`src/rtl/mmio_master_if.sv`:
```
// Signal bundle between the load/store unit, mmio_master and the 32-bit peripheral bus.
// The master modport is the initiator's view; slave is the view of the CPU and peripherals.
interface mmio_master_if #(
    parameter int unsigned NUM_DEV = 4
);
    logic               req_valid;
    logic               req_ready;
    logic [31:0]        req_addr;
    logic               req_write;
    logic               req_wide;
    logic [63:0]        req_wdata;
    logic               rsp_valid;
    logic [63:0]        rsp_rdata;
    logic               rsp_err;
    logic [NUM_DEV-1:0] bus_cs;
    logic [3:0]         bus_addr;
    logic               bus_op;
    logic [31:0]        bus_wdata;
    logic [31:0]        bus_rdata;

    modport master (
        input  req_valid, req_addr, req_write, req_wide, req_wdata, bus_rdata,
        output req_ready, rsp_valid, rsp_rdata, rsp_err, bus_cs, bus_addr, bus_op, bus_wdata
    );

    modport slave (
        output req_valid, req_addr, req_write, req_wide, req_wdata, bus_rdata,
        input  req_ready, rsp_valid, rsp_rdata, rsp_err, bus_cs, bus_addr, bus_op, bus_wdata
    );
endinterface

```
`src/rtl/mmio_master.sv`:
```
// Single-outstanding MMIO bus initiator: splits 64-bit accesses into 32-bit beats and reads
// wide registers with a hi/lo/hi sequence so free-running counters come back coherent.
module mmio_master #(
    parameter int unsigned NUM_DEV   = 4,
    parameter int unsigned RETRY_MAX = 3
) (
    input  logic          i_clk,
    input  logic          i_rst_n,
    mmio_master_if.master io_mmio
);
    localparam int unsigned RW = (RETRY_MAX > 0) ? $clog2(RETRY_MAX + 1) : 1;

    typedef enum logic [2:0] {
        StIdle, StNarrow, StWrLo, StWrHi, StRdHi1, StRdLo, StRdHi2, StResp
    } state_t;

    state_t             r_state, w_state_d;
    logic [7:0]         r_addr, w_addr_d;
    logic               r_write, w_write_d;
    logic [63:0]        r_wdata, w_wdata_d;
    logic [31:0]        r_hi1, w_hi1_d;
    logic [31:0]        r_lo, w_lo_d;
    logic [RW-1:0]      r_retry, w_retry_d;
    logic               r_rsp_valid, w_rsp_valid_d;
    logic               r_rsp_err, w_rsp_err_d;
    logic [63:0]        r_rsp_rdata, w_rsp_rdata_d;
    logic [NUM_DEV-1:0] r_bus_cs, w_bus_cs_d, w_dev_sel;
    logic [3:0]         r_bus_addr, w_bus_addr_d;
    logic               r_bus_op, w_bus_op_d;
    logic [31:0]        r_bus_wdata, w_bus_wdata_d;
    logic               w_bad;

    assign w_bad = (io_mmio.req_addr[31:8] != 24'h0)
                || ({1'b0, io_mmio.req_addr[7:4]} >= 5'(NUM_DEV))
                || (!io_mmio.req_wide && (io_mmio.req_addr[1:0] != 2'b00))
                || (io_mmio.req_wide && (io_mmio.req_addr[2:0] != 3'b000));

    always_comb begin
        w_state_d     = r_state;
        w_addr_d      = r_addr;
        w_write_d     = r_write;
        w_wdata_d     = r_wdata;
        w_hi1_d       = r_hi1;
        w_lo_d        = r_lo;
        w_retry_d     = r_retry;
        w_rsp_valid_d = 1'b0;
        w_rsp_err_d   = 1'b0;
        w_rsp_rdata_d = r_rsp_rdata;
        unique case (r_state)
            StIdle: begin
                if (io_mmio.req_valid) begin
                    w_addr_d  = io_mmio.req_addr[7:0];
                    w_write_d = io_mmio.req_write;
                    w_wdata_d = io_mmio.req_wdata;
                    w_retry_d = '0;
                    if (w_bad) begin
                        w_state_d     = StResp;
                        w_rsp_valid_d = 1'b1;
                        w_rsp_err_d   = 1'b1;
                        w_rsp_rdata_d = '0;
                    end else if (!io_mmio.req_wide) begin
                        w_state_d = StNarrow;
                    end else if (io_mmio.req_write) begin
                        w_state_d = StWrLo;
                    end else begin
                        w_state_d = StRdHi1;
                    end
                end
            end
            StNarrow: begin
                w_state_d     = StResp;
                w_rsp_valid_d = 1'b1;
                w_rsp_rdata_d = r_write ? 64'h0 : {32'h0, io_mmio.bus_rdata};
            end
            StWrLo: w_state_d = StWrHi;
            StWrHi: begin
                w_state_d     = StResp;
                w_rsp_valid_d = 1'b1;
                w_rsp_rdata_d = '0;
            end
            StRdHi1: begin
                w_hi1_d   = io_mmio.bus_rdata;
                w_state_d = StRdLo;
            end
            StRdLo: begin
                w_lo_d    = io_mmio.bus_rdata;
                w_state_d = StRdHi2;
            end
            StRdHi2: begin
                if (io_mmio.bus_rdata == r_hi1) begin
                    w_state_d     = StResp;
                    w_rsp_valid_d = 1'b1;
                    w_rsp_rdata_d = {r_hi1, r_lo};
                end else if (r_retry == RW'(RETRY_MAX)) begin
                    // Give up, but still hand back the most recent halves for diagnosis.
                    w_state_d     = StResp;
                    w_rsp_valid_d = 1'b1;
                    w_rsp_err_d   = 1'b1;
                    w_rsp_rdata_d = {io_mmio.bus_rdata, r_lo};
                end else begin
                    w_hi1_d   = io_mmio.bus_rdata;
                    w_retry_d = r_retry + RW'(1);
                    w_state_d = StRdLo;
                end
            end
            StResp:  w_state_d = StIdle;
            default: w_state_d = StIdle;
        endcase
    end

    always_comb begin
        w_dev_sel = '0;
        for (int i = 0; i < NUM_DEV; i++) begin
            w_dev_sel[i] = (w_addr_d[7:4] == 4'(i));
        end
    end

    // Bus outputs are registered, so they are derived from the state being entered.
    always_comb begin
        w_bus_cs_d    = '0;
        w_bus_addr_d  = '0;
        w_bus_op_d    = 1'b0;
        w_bus_wdata_d = '0;
        unique case (w_state_d)
            StNarrow: begin
                w_bus_cs_d    = w_dev_sel;
                w_bus_addr_d  = w_addr_d[3:0];
                w_bus_op_d    = w_write_d;
                w_bus_wdata_d = w_write_d ? w_wdata_d[31:0] : 32'h0;
            end
            StWrLo: begin
                w_bus_cs_d    = w_dev_sel;
                w_bus_addr_d  = w_addr_d[3:0];
                w_bus_op_d    = 1'b1;
                w_bus_wdata_d = w_wdata_d[31:0];
            end
            StWrHi: begin
                w_bus_cs_d    = w_dev_sel;
                w_bus_addr_d  = w_addr_d[3:0] | 4'h4;
                w_bus_op_d    = 1'b1;
                w_bus_wdata_d = w_wdata_d[63:32];
            end
            StRdHi1, StRdHi2: begin
                w_bus_cs_d   = w_dev_sel;
                w_bus_addr_d = w_addr_d[3:0] | 4'h4;
            end
            StRdLo: begin
                w_bus_cs_d   = w_dev_sel;
                w_bus_addr_d = w_addr_d[3:0];
            end
            default: begin
            end
        endcase
    end

    always_ff @(posedge i_clk or negedge i_rst_n) begin
        if (!i_rst_n) begin
            r_state     <= StIdle;
            r_addr      <= '0;
            r_write     <= 1'b0;
            r_wdata     <= '0;
            r_hi1       <= '0;
            r_lo        <= '0;
            r_retry     <= '0;
            r_rsp_valid <= 1'b0;
            r_rsp_err   <= 1'b0;
            r_rsp_rdata <= '0;
            r_bus_cs    <= '0;
            r_bus_addr  <= '0;
            r_bus_op    <= 1'b0;
            r_bus_wdata <= '0;
        end else begin
            r_state     <= w_state_d;
            r_addr      <= w_addr_d;
            r_write     <= w_write_d;
            r_wdata     <= w_wdata_d;
            r_hi1       <= w_hi1_d;
            r_lo        <= w_lo_d;
            r_retry     <= w_retry_d;
            r_rsp_valid <= w_rsp_valid_d;
            r_rsp_err   <= w_rsp_err_d;
            r_rsp_rdata <= w_rsp_rdata_d;
            r_bus_cs    <= w_bus_cs_d;
            r_bus_addr  <= w_bus_addr_d;
            r_bus_op    <= w_bus_op_d;
            r_bus_wdata <= w_bus_wdata_d;
        end
    end

    assign io_mmio.req_ready = (r_state == StIdle);
    assign io_mmio.rsp_valid = r_rsp_valid;
    assign io_mmio.rsp_err   = r_rsp_err;
    assign io_mmio.rsp_rdata = r_rsp_rdata;
    assign io_mmio.bus_cs    = r_bus_cs;
    assign io_mmio.bus_addr  = r_bus_addr;
    assign io_mmio.bus_op    = r_bus_op;
    assign io_mmio.bus_wdata = r_bus_wdata;
endmodule

```
`src/flat_wrapper.sv`:
```
// flat-port wrapper written by rule: the top's interface ports become plain ports
module mmio_master_flat 
#(
    parameter int unsigned NUM_DEV   = 4,
    parameter int unsigned RETRY_MAX = 3
)
  (i_clk, i_rst_n, io_mmio_req_valid, io_mmio_req_addr, io_mmio_req_write, io_mmio_req_wide, io_mmio_req_wdata, io_mmio_bus_rdata, io_mmio_req_ready, io_mmio_rsp_valid, io_mmio_rsp_rdata, io_mmio_rsp_err, io_mmio_bus_cs, io_mmio_bus_addr, io_mmio_bus_op, io_mmio_bus_wdata);
  mmio_master_if #(.NUM_DEV(NUM_DEV)) io_mmio_i ();
  input  logic i_clk;
  input  logic i_rst_n;
  input wire logic [$bits(io_mmio_i.req_valid)-1:0] io_mmio_req_valid;
  input wire logic [$bits(io_mmio_i.req_addr)-1:0] io_mmio_req_addr;
  input wire logic [$bits(io_mmio_i.req_write)-1:0] io_mmio_req_write;
  input wire logic [$bits(io_mmio_i.req_wide)-1:0] io_mmio_req_wide;
  input wire logic [$bits(io_mmio_i.req_wdata)-1:0] io_mmio_req_wdata;
  input wire logic [$bits(io_mmio_i.bus_rdata)-1:0] io_mmio_bus_rdata;
  output wire logic [$bits(io_mmio_i.req_ready)-1:0] io_mmio_req_ready;
  output wire logic [$bits(io_mmio_i.rsp_valid)-1:0] io_mmio_rsp_valid;
  output wire logic [$bits(io_mmio_i.rsp_rdata)-1:0] io_mmio_rsp_rdata;
  output wire logic [$bits(io_mmio_i.rsp_err)-1:0] io_mmio_rsp_err;
  output wire logic [$bits(io_mmio_i.bus_cs)-1:0] io_mmio_bus_cs;
  output wire logic [$bits(io_mmio_i.bus_addr)-1:0] io_mmio_bus_addr;
  output wire logic [$bits(io_mmio_i.bus_op)-1:0] io_mmio_bus_op;
  output wire logic [$bits(io_mmio_i.bus_wdata)-1:0] io_mmio_bus_wdata;
  assign io_mmio_i.req_valid = io_mmio_req_valid;
  assign io_mmio_i.req_addr = io_mmio_req_addr;
  assign io_mmio_i.req_write = io_mmio_req_write;
  assign io_mmio_i.req_wide = io_mmio_req_wide;
  assign io_mmio_i.req_wdata = io_mmio_req_wdata;
  assign io_mmio_i.bus_rdata = io_mmio_bus_rdata;
  assign io_mmio_req_ready = io_mmio_i.req_ready;
  assign io_mmio_rsp_valid = io_mmio_i.rsp_valid;
  assign io_mmio_rsp_rdata = io_mmio_i.rsp_rdata;
  assign io_mmio_rsp_err = io_mmio_i.rsp_err;
  assign io_mmio_bus_cs = io_mmio_i.bus_cs;
  assign io_mmio_bus_addr = io_mmio_i.bus_addr;
  assign io_mmio_bus_op = io_mmio_i.bus_op;
  assign io_mmio_bus_wdata = io_mmio_i.bus_wdata;
  mmio_master #(.NUM_DEV(NUM_DEV), .RETRY_MAX(RETRY_MAX)) u_core (.i_clk(i_clk), .i_rst_n(i_rst_n), .io_mmio(io_mmio_i));
endmodule
```
`config.mk`:
```
export PLATFORM = sky130hd
export DESIGN_NAME = mmio_master_flat
export DESIGN_NICKNAME = d
export VERILOG_FILES = /design/src/rtl/mmio_master_if.sv /design/src/rtl/mmio_master.sv /design/src/flat_wrapper.sv
export SDC_FILE = /design/constraint.sdc
export NUM_CORES = 1
export LEC_CHECK = 0
export ABC_CLOCK_PERIOD_IN_PS = 2000
export CAP_MARGIN = 20
export CORE_MARGIN = 2
export CORE_UTILIZATION = 45
export DETAILED_ROUTE_END_ITERATION = 12
export PLACE_DENSITY = 0.76
export RECOVER_POWER = 50
export SYNTH_ARGS = -nofsm -noshare
export SYNTH_HDL_FRONTEND = slang
export SYNTH_SLANG_ARGS = --single-unit
```
`constraint.sdc`:
```
create_clock -name i_clk -period 2 [get_ports i_clk]
set_clock_uncertainty 0.2 [all_clocks]
set_input_delay 0.6 -clock i_clk [delete_from_list [all_inputs] [get_ports i_clk]]
set_output_delay 0.6 -clock i_clk [all_outputs]
set_load 0.05 [all_outputs]
```
==> summary.md, run 1 <==
| Metric | Value |
|---|---|
| Outcome | finished with violations |
| Violated checks | setup timing |
| Setup-failing EPs final | 209 |
| Crit Path Class | in -> reg |
| Type of origin of the critical path | input port |
| Data required time at the worst endpoint | 2.20 ns |
| Cell Area, Synth | 10300 sq um |
| Net switching power figure | 11.7 mW |
| Pin count of the biggest net entering global routing | 49 |
| Leakage power of the design | 7.82 nW |
| Critical path arrival | 2.96 ns |
| Max-capacitance violation count | 0 |
| FF-to-FF path depth | 11 |
| Num Clock Sinks | 249 |
| Clock-pin slew reported for the worst setup and hold paths after clock tree synthesis | 0.06 ns |
| Total internal power | 18.6 mW |
| Detail Route Antenna Nets | 0 |
| Area contributors post-synth | sky130_fd_sc_hd__dfrtp_1 (61%), sky130_fd_sc_hd__mux2_2 (11%), sky130_fd_sc_hd__o2bb2ai_2 (4.4%) |
| Final weighted congestion of routability-driven global placement | 0.849 |
| Via count of the routed design | 7667 |
| Floorplan die width | 155 um |
| Clk network pwr share | 16.0% |
| Number of fill cells in the layout | 1206 |
| Total of buffers placed on input and output ports | 240 |
| DIE AREA | 24000 sq um |
| Number of instances in the synthesized netlist | 741 |
| Worst slew pin tran | 1.09 ns |
| Post-layout total power | 30.3 mW |
| Sequential fraction of the synthesis area | 60.8% |
| Biggest fanout along the worst timing path | 6 |
| Effective utilization at floorplan | 45.6% |
| Worst hold path cell count | 2 |
| Min-delay src | io_mmio_bus_rdata[22] |
| Peak clock frequency supported by timing | 363 MHz |
| Reg-to-reg startpoint | u_core.r_hi1[21]$_DFFE_PN0P_ |
| Fin. max-slew vios | 0 |
| Number of nets in the synthesized netlist | 875 |
| Endpoints failing hold | 0 |
| Slowest stage cell on the critical path | sky130_fd_sc_hd__clkdlybuf4s50_1 |
| Crit-path max cell delay | 0.44 ns |
| Remaining max-slew budget at the tightest pin | 27.5% |
| Switching share of power | 38.7% |
| Cts bufs inserted | 26 |
| Power per Cell Area | 1720 nW/um^2 |
| Initial DRC Count | 361 |
| Initial antenna violation count | 3 |
| Per-cell via count in the routed design | 5.44 |
| Share of power burned in registers | 29.9% |
| Maximum root-to-sink buffer count | 3 |
| Yosys warns | 0 |
| Final worst hold slack | 0.246 ns |
| Cell-by-cell listing of the critical path | clkdlybuf4s50_1, xor2_1, nor4_1, nand4_1, o21ai_2, buf_4, nand4_4, buf_6, buf_12, a221oi_2, a21oi_1 |
| Combinational power share | 54.0% |
| Total Negative Setup Slacks | -105.21 ns |
| Area leader, netlist | sky130_fd_sc_hd__dfrtp_1 |
| Critical path destination | u_core.io_mmio.rsp_rdata[6]$_DFFE_PN0P_ |
| First-pass DRT Iterations | 4 |
| Core box area | 22500 sq um |
| Critical Path Start | io_mmio_bus_rdata[30] |
| Setup slack of the worst register-to-register path | -0.69 ns |
| CTS tree | built |
| Distinct cell type count after synthesis | 46 |
| Syn_area_per_cell | 13.8 sq um |
| Synth-to-Final Area Change | 71.7% |
| Worst IR Drop VDD | 1350 uV |
| Net count reported at finish | 1237 |
| Setup repair after global routing missed its margin | true |
| Ratio of cells with drive above 1 in the final layout | 49.8% |
| Detail Placement HPWL | 18.1 mm |
| Clock latency reported for the late side of the worst-skew pair | 0.52 ns |
| Total Routing Usage GR | 24.3% |
| Routed wire per std cell | 23.0 um |
| I/O pin cnt | 241 |
| First-pass GRT wire length | 46.0 mm |
| Die height | 155 um |
| Root cell of the clock tree | sky130_fd_sc_hd__clkbuf_16 |
| Primary FF master, synth | sky130_fd_sc_hd__dfrtp_1 |
| Htree depth | 1 |
| Register bit total from synthesis | 249 |
| Worst r2r dst | u_core.io_mmio.rsp_rdata[6]$_DFFE_PN0P_ |
| Row count | 55 |
| Path category of the worst min-delay check | in -> reg |
| Post-route worst setup slack | -0.758 ns |
| Via count of the first global-routing pass | 8192 |
| Final Routed Wirelength | 32.5 mm |
| Pre-CTS worst setup slack | -1.48 ns |
| Critical Path Sink Type | register |
| Final clock period utilization by the worst path | 138% |
| Post-synth top area share | 60.8% |
| Remaining DRCs | 0 |
| Number of synthesized flops with an enable pin | 0 |
| Clock period minus worst slack | 2.76 ns |
| Fraction of registers with async set or reset after synthesis | 100% |
| GR Overflow Total | 0 |
[per-layer routing]
| layer | global-route usage (%) | wire (um) | vias up |
|---|---|---|---|
| li1 | - | - | 3381 |
| met1 | 31.4 | 12900 | 3956 |
| met2 | 41.9 | 16500 | 277 |
| met3 | 6.13 | 2300 | 53 |
| met4 | 4.67 | 720 | 0 |
| met5 | 0 | 0 | - |
[logic make-up after synthesis]
family	count (synthesis)	share of synthesized area, %
buffers and inverters	117	5.03
muxes	139	15.0
AOI/OAI and AO/OA	143	12.7
xor gates and xnor gates	32	2.73
DFF	249	60.8
adders and majority gates	1	0.122
and+or+nand+nor	60	3.67
[placed cells by master (no fill, tap or decap), types with 4 or more instances in the layout]
master	count
sky130_fd_sc_hd__a21oi_1	19
sky130_fd_sc_hd__a21oi_2	15
sky130_fd_sc_hd__a221oi_2	23
sky130_fd_sc_hd__a221oi_4	9
sky130_fd_sc_hd__a22o_1	31
sky130_fd_sc_hd__buf_12	127
sky130_fd_sc_hd__buf_16	10
sky130_fd_sc_hd__buf_4	74
sky130_fd_sc_hd__buf_6	18
sky130_fd_sc_hd__clkbuf_1	5
sky130_fd_sc_hd__clkbuf_16	37
sky130_fd_sc_hd__clkbuf_2	4
sky130_fd_sc_hd__clkbuf_8	7
sky130_fd_sc_hd__clkdlybuf4s50_1	101
sky130_fd_sc_hd__clkinv_2	5
sky130_fd_sc_hd__dfrtp_1	248
sky130_fd_sc_hd__dlygate4sd2_1	26
sky130_fd_sc_hd__inv_1	62
sky130_fd_sc_hd__inv_2	11
sky130_fd_sc_hd__mux2_2	65
sky130_fd_sc_hd__mux2_4	38
sky130_fd_sc_hd__mux2i_4	33
sky130_fd_sc_hd__nand2_1	5
sky130_fd_sc_hd__nor2b_1	5
sky130_fd_sc_hd__nor4_1	5
sky130_fd_sc_hd__nor4_2	12
sky130_fd_sc_hd__o2bb2ai_2	30
sky130_fd_sc_hd__xor2_1	25
sky130_fd_sc_hd__xor2_2	7
[power groups by stage]
stage	clock, mW	sequential [mW]	combinational (mW)
finish	4.85	9.07	16.4
global route	5.13	9.26	17.1
CTS	4.91	8.83	14.8
detailed placement	0	8.77	12.9
global placement	0	8.66	12.6
floorplan	0	10.6	5.14
[critical path, delay by kind of cell]
kind	cells	cell delay (ns)
AOI/OAI and AO/OA	3	0.49
xor gates and xnor gates	1	0.17
buffers and inverters	4	0.93
and+or+nand+nor	3	0.74
[per-stage QoR]
stage / cell area (sq um) / utilization, % / instances
floorplan: 10500 / - / 741
global placement: 15000 / 66.6 / 1319
detailed placement: 15000 / 66.6 / 1319
CTS: 16700 / 74.0 / 1385
global route: 17600 / 78.2 / 1409
finish: 17600 / 78.2 / 1410
[area by class of cell]
| cell class | count | area [sq um] | area share [%] |
|---|---|---|---|
| Clock buffer | 39 | 791 | 4.49 |
| Sequential cell | 249 | 6230 | 35.4 |
| Clock inverter | 8 | 71.3 | 0.405 |
| Antenna cell | 3 | 7.51 | 0.0427 |
| Inverter | 73 | 274 | 1.56 |
| Timing Repair Buffer | 378 | 5210 | 29.6 |
| Multi-Input combinational cell | 375 | 4660 | 26.5 |
| Tap cell | 285 | 357 | 2.03 |
[sequential cells by signal, summed over array words and instances (netlist names)]
register and cells:
u_core.r_hi1 32, u_core.io_mmio.rsp_rdata 64, u_core.r_state 3, u_core.r_lo 32, u_core.r_retry 2, u_core.io_mmio.bus_addr 4
u_core.io_mmio.rsp_err 1, u_core.r_write 1, u_core.r_wdata 64, u_core.io_mmio.bus_wdata 32, u_core.r_addr 8, u_core.io_mmio.rsp_valid 1
u_core.io_mmio.bus_cs 4, u_core.io_mmio.bus_op 1
[synthesized netlist by cell type, types with 2 or more instances]
master / count
sky130_fd_sc_hd__a22o_1: 31
sky130_fd_sc_hd__a221oi_1: 32
sky130_fd_sc_hd__o2bb2ai_1: 2
sky130_fd_sc_hd__nand3_1: 3
sky130_fd_sc_hd__nor2_4: 2
sky130_fd_sc_hd__buf_4: 5
sky130_fd_sc_hd__dfrtp_1: 249
sky130_fd_sc_hd__and2_1: 3
sky130_fd_sc_hd__buf_6: 4
sky130_fd_sc_hd__mux2i_1: 35
sky130_fd_sc_hd__a21oi_1: 34
sky130_fd_sc_hd__inv_1: 72
sky130_fd_sc_hd__buf_1: 3
sky130_fd_sc_hd__nor3_1: 5
sky130_fd_sc_hd__nand4_1: 3
sky130_fd_sc_hd__clkbuf_1: 10
sky130_fd_sc_hd__mux2_2: 103
sky130_fd_sc_hd__nor2_1: 3
sky130_fd_sc_hd__nand2b_1: 3
sky130_fd_sc_hd__nor2b_1: 5
sky130_fd_sc_hd__o2bb2ai_2: 30
sky130_fd_sc_hd__buf_2: 22
sky130_fd_sc_hd__xor2_1: 32
sky130_fd_sc_hd__nand2_1: 6
sky130_fd_sc_hd__nor4_1: 19
sky130_fd_sc_hd__o21ai_0: 5
[how the worst min path moves through the flow]
stage                                                          end  slack [ns]
after detailed placement              u_core.r_wdata[18]$_DFF_PN0_        0.27
after CTS                             u_core.r_wdata[18]$_DFF_PN0_        0.29
after floorplan               u_core.io_mmio.bus_addr[0]$_DFF_PN0_        0.10
after global routing      u_core.io_mmio.rsp_rdata[54]$_DFFE_PN0P_        0.24
final                     u_core.io_mmio.rsp_rdata[54]$_DFFE_PN0P_        0.25
after global placement                u_core.r_wdata[18]$_DFF_PN0_        0.27
[timing repair]
| action | CTS | global route |
|---|---|---|
| cloned | 9 | 10 |
| setup buffers | 10 | 14 |
| pin swaps | 40 | 18 |
| hold buffers | 1 | 0 |
| setup endpoints to repair | 209 | 209 |
| gates resized for setup | 124 | 128 |
| endpoints found under the hold margin | 26 | 0 |
(Power assumes the default switching activity.)
==> inputs of run 2 (changes only) <==
ABC_CLOCK_PERIOD_IN_PS = 2400   (was 2000)
CORE_ASPECT_RATIO = 1.2   (was not set)
CORE_MARGIN = not set   (was 2)
clock period = 2.4 ns   (was 2 ns; I/O delays follow)
==> run 2 against run 1 <==
  * First-iteration DRC count decreased by 22%
  * Via count shrank 3.4%
  * Worst hold slack improved by 0.057 ns
  * Sequential share of layout area rose by 3.9 points
  * Clock-buffer cell count down 7
  * Combinational power fell by 26%
  * The run still ends with setup timing left
  * Utilization down 7.2 points
  * Sequential power shrank 22%
  * Sequential cell count stayed put
  * Critical path depth rose by 1
  * Global-route usage increased by 0.52 points
  * Cell count down 1.6%
==> summary.md, run 2 (synthesis gave the netlist of run 1 again) <==
| Metric | Value |
|---|---|
| Worst slew pin tran | 1.29 ns (was 1.09 ns) |
| Num Clock Sinks | 249 (unchanged) |
| Remaining DRCs | 0 (unchanged) |
| Floorplan die width | 140 um (was 155 um) |
| Setup slack of the worst register-to-register path | -0.37 ns (was -0.69 ns) |
| GR Overflow Total | 0 (unchanged) |
| Max-capacitance violation count | 0 (unchanged) |
| Post-route worst setup slack | -0.366 ns (was -0.758 ns) |
| Power per Cell Area | 1470 nW/um^2 (was 1720 nW/um^2) |
| Maximum root-to-sink buffer count | 3 (unchanged) |
| Final weighted congestion of routability-driven global placement | 0.778 (was 0.849) |
| Worst IR Drop VDD | 1110 uV (was 1350 uV) |
| Cell-by-cell listing of the critical path | xor2_1, nor4_2, buf_4, nand4_1, o21ai_2, buf_4, nand4_4, buf_12, buf_12, buf_16, a221oi_4, a21oi_2 (was clkdlybuf4s50_1, xor2_1, nor4_1, nand4_1, o21ai_2, buf_4, nand4_4, buf_6, buf_12, a221oi_2, a21oi_1) |
| Crit-path max cell delay | 0.40 ns (was 0.44 ns) |
| Min-delay src | u_core.r_wdata[28]$_DFF_PN0_ (was io_mmio_bus_rdata[22]) |
| Via count of the routed design | 7407 (was 7667) |
| Final Core Density | 71.0% (was 78.2%) |
| Die height | 167 um (was 155 um) |
| Detail Placement HPWL | 17.3 mm (was 18.1 mm) |
| Synth-to-Final Area Change | 54.9% (was 71.7%) |
| Clock period minus worst slack | 2.77 ns |
| Root cell of the clock tree | sky130_fd_sc_hd__clkbuf_16 (unchanged) |
| Via count of the first global-routing pass | 8111 (was 8192) |
| Total Routing Usage GR | 24.8% (was 24.3%) |
| Reg-to-reg startpoint | u_core.r_hi1[3]$_DFFE_PN0P_ (was u_core.r_hi1[21]$_DFFE_PN0P_) |
| Slowest stage cell on the critical path | sky130_fd_sc_hd__dfrtp_1 (was sky130_fd_sc_hd__clkdlybuf4s50_1) |
| Met2 Track Usage GR | 43.0% (was 41.9%) |
| Detail Route Antenna Nets | 0 (unchanged) |
| Critical Path Sink Type | register (unchanged) |
| Per-cell via count in the routed design | 5.34 (was 5.44) |
| Leakage power of the design | 7.40 nW (was 7.82 nW) |
| Initial antenna violation count | 3 (unchanged) |
| Placement-stage cell area | 13400 sq um (was 15000 sq um) |
| Biggest fanout along the worst timing path | 8 (was 6) |
| Routed wire per std cell | 21.1 um (was 23.0 um) |
| CTS tree | built (unchanged) |
| I/O pin cnt | 241 (unchanged) |
| Effective utilization at floorplan | 45.8% (was 45.6%) |
| Clock latency reported for the late side of the worst-skew pair | 0.52 ns (about the same) |
| Final clock period utilization by the worst path | 115% |
| Worst hold path cell count | 2 (unchanged) |
| Post-Layout Inst Area | 15900 sq um (was 17600 sq um) |
| Setup-failing EPs final | 139 (was 209) |
| Endpoints failing hold | 0 (unchanged) |
| Total Negative Setup Slacks | -36.56 ns (was -105.21 ns) |
| FF-to-FF path depth | 12 (was 11) |
| First-pass GRT wire length | 45.2 mm (was 46.0 mm) |
| Core box area | 22400 sq um (was 22500 sq um) |
| Hold EP | u_core.r_wdata[28]$_DFF_PN0_ (was u_core.io_mmio.rsp_rdata[54]$_DFFE_PN0P_) |
| Remaining max-slew budget at the tightest pin | 14.0% (was 27.5%) |
| Critical path arrival | 2.96 ns (about the same) |
| Ratio of cells with drive above 1 in the final layout | 45.8% (was 49.8%) |
| Most common library cell in the layout ignoring fill and taps | sky130_fd_sc_hd__dfrtp_1 (unchanged) |
| Fin. max-slew vios | 0 (unchanged) |
| Clock-pin slew reported for the worst setup and hold paths after clock tree synthesis | 0.07 ns (was 0.06 ns) |
| Type of origin of the critical path | register (was input port) |
| Htree depth | 1 (unchanged) |
| Violated checks | setup timing (unchanged) |
| Initial DRC Count | 282 (was 361) |
| Buffers and inverters on the worst path | 5 (was 4) |
| Pre-CTS worst setup slack | -1.19 ns (was -1.48 ns) |
| Commonest cells after routing, fill and taps aside | sky130_fd_sc_hd__dfrtp_1 (246), sky130_fd_sc_hd__buf_4 (156), sky130_fd_sc_hd__mux2_2 (97) (was sky130_fd_sc_hd__dfrtp_1 (248), sky130_fd_sc_hd__buf_12 (127), sky130_fd_sc_hd__clkdlybuf4s50_1 (101)) |
| Setup repair after global routing missed its margin | true (unchanged) |
| Data required time at the worst endpoint | 2.59 ns (was 2.20 ns) |
| Outcome | finished with violations (unchanged) |
| First-pass DRT Iterations | 4 (unchanged) |
| Global-route met3 utilization | 5.38% (was 6.13%) |
| Crit Path Class | reg -> reg (was in -> reg) |
| Pin count of the biggest net entering global routing | 54 (was 49) |
| Top Family by Delay on Critical Path | buffers and inverters (unchanged) |
| Cts bufs inserted | 25 (was 26) |
| Peak clock frequency supported by timing | 362 MHz |
| Path category of the worst min-delay check | reg -> reg (was in -> reg) |
| DIE AREA | 23400 sq um (was 24000 sq um) |
| GRT met1 Usage | 30.9% (was 31.4%) |
| Worst r2r dst | u_core.io_mmio.rsp_rdata[21]$_DFFE_PN0P_ (was u_core.io_mmio.rsp_rdata[6]$_DFFE_PN0P_) |
| Total of buffers placed on input and output ports | 240 (unchanged) |
| Row count | 60 (was 55) |
| Net count reported at finish | 1223 (was 1237) |
| GR peak layer | met2 (unchanged) |
| Final Routed Wirelength | 29.3 mm (was 32.5 mm) |
run 2: cell types whose count changed in the layout (fill, tap and decap cells not counted), sizes merged:
cell / previous run / this run
clkdlybuf4s15: 1 / 11
clkdlybuf4s50: 101 / 69
dlygate4sd2: 26 / 69
buf: 232 / 204
dlymetal6s2s: 2 / 1
clkbuf: 53 / 40
bufinv: 1 / 4
clkinv: 5 / 6
dlygate4sd3: 1 / 2
run 2: layout make-up:
| type | instances | area [sq um] |
|---|---|---|
| Fill cell | 1514 | 6490 |
| Sequential cell | 249 | 6230 |
| Multi-Input combinational cell | 375 | 4450 |
| Timing Repair Buffer | 365 | 3690 |
| Clock buffer | 32 | 702 |
| Tap cell | 279 | 349 |
| Inverter | 73 | 277 |
| Clock inverter | 12 | 166 |
| Antenna cell | 3 | 7.51 |
run 2: worst max-delay path by stage:
stage / to / depth (start not counted) / start / slack, ns
final: u_core.io_mmio.rsp_rdata[21]$_DFFE_PN0P_ / 12 / u_core.r_hi1[3]$_DFFE_PN0P_ / -0.37
after global routing: u_core.io_mmio.rsp_rdata[21]$_DFFE_PN0P_ / 12 / u_core.r_hi1[16]$_DFFE_PN0P_ / -0.46
after CTS: u_core.io_mmio.rsp_rdata[21]$_DFFE_PN0P_ / 12 / u_core.r_hi1[13]$_DFFE_PN0P_ / -0.27
after detailed placement: u_core.io_mmio.bus_cs[1]$_DFF_PN0_ / 11 / io_mmio_bus_rdata[23] / -1.19
after global placement: u_core.io_mmio.bus_cs[3]$_DFF_PN0_ / 11 / io_mmio_bus_rdata[23] / -1.13
after floorplan: u_core.io_mmio.bus_cs[0]$_DFF_PN0_ / 7 / u_core.r_state[1]$_DFF_PN0_ / -0.08
run 2: per-layer routing:
| layer | vias to the layer above | wire length (um) | share of wire (%) |
|---|---|---|---|
| met1 | 3759 | 11600 | 40 |
| met4 | 2 | 702 | 2.4 |
| met2 | 249 | 14900 | 51 |
| met3 | 54 | 2020 | 6.9 |
| met5 | - | 11 | 0.038 |
| li1 | 3343 | - | - |
run 2: worst min-delay path, stage by stage (launching register included):
cell and delay [ns]:
sky130_fd_sc_hd__dfrtp_1 0.32, sky130_fd_sc_hd__mux2i_1 0.09, sky130_fd_sc_hd__inv_1 0.06
run 2: metrics by stage:
step | hold WS (ns) | instances | total power [mW]
2_1_floorplan | 0.224 | 741 | 13.0
3_3_place_gp | 0.263 | 1299 | 15.6
4_1_cts | 0.300 | 1377 | 22.6
5_1_grt | 0.322 | 1386 | 24.3
6_report | 0.303 | 1388 | 23.3
3_5_place_dp | 0.269 | 1299 | 15.9
run 2: what timing repair did:
action,4_1_cts,5_1_grt
setup endpoints to repair,166,141
hold buffers,1,0
gates resized for setup,220,61
buffers inserted,20,8
hold endpoints to repair,39,0
cloned,15,3
pin swaps,62,28
run 2: where the power goes:
group | switching, mW | leakage, nW | internal (mW)
clock network | 1.64 | 0.431 | 2.49
registers | 1.00 | 3.11 | 6.03
logic | 6.67 | 3.86 | 5.45
total | 9.31 | 7.40 | 14.0
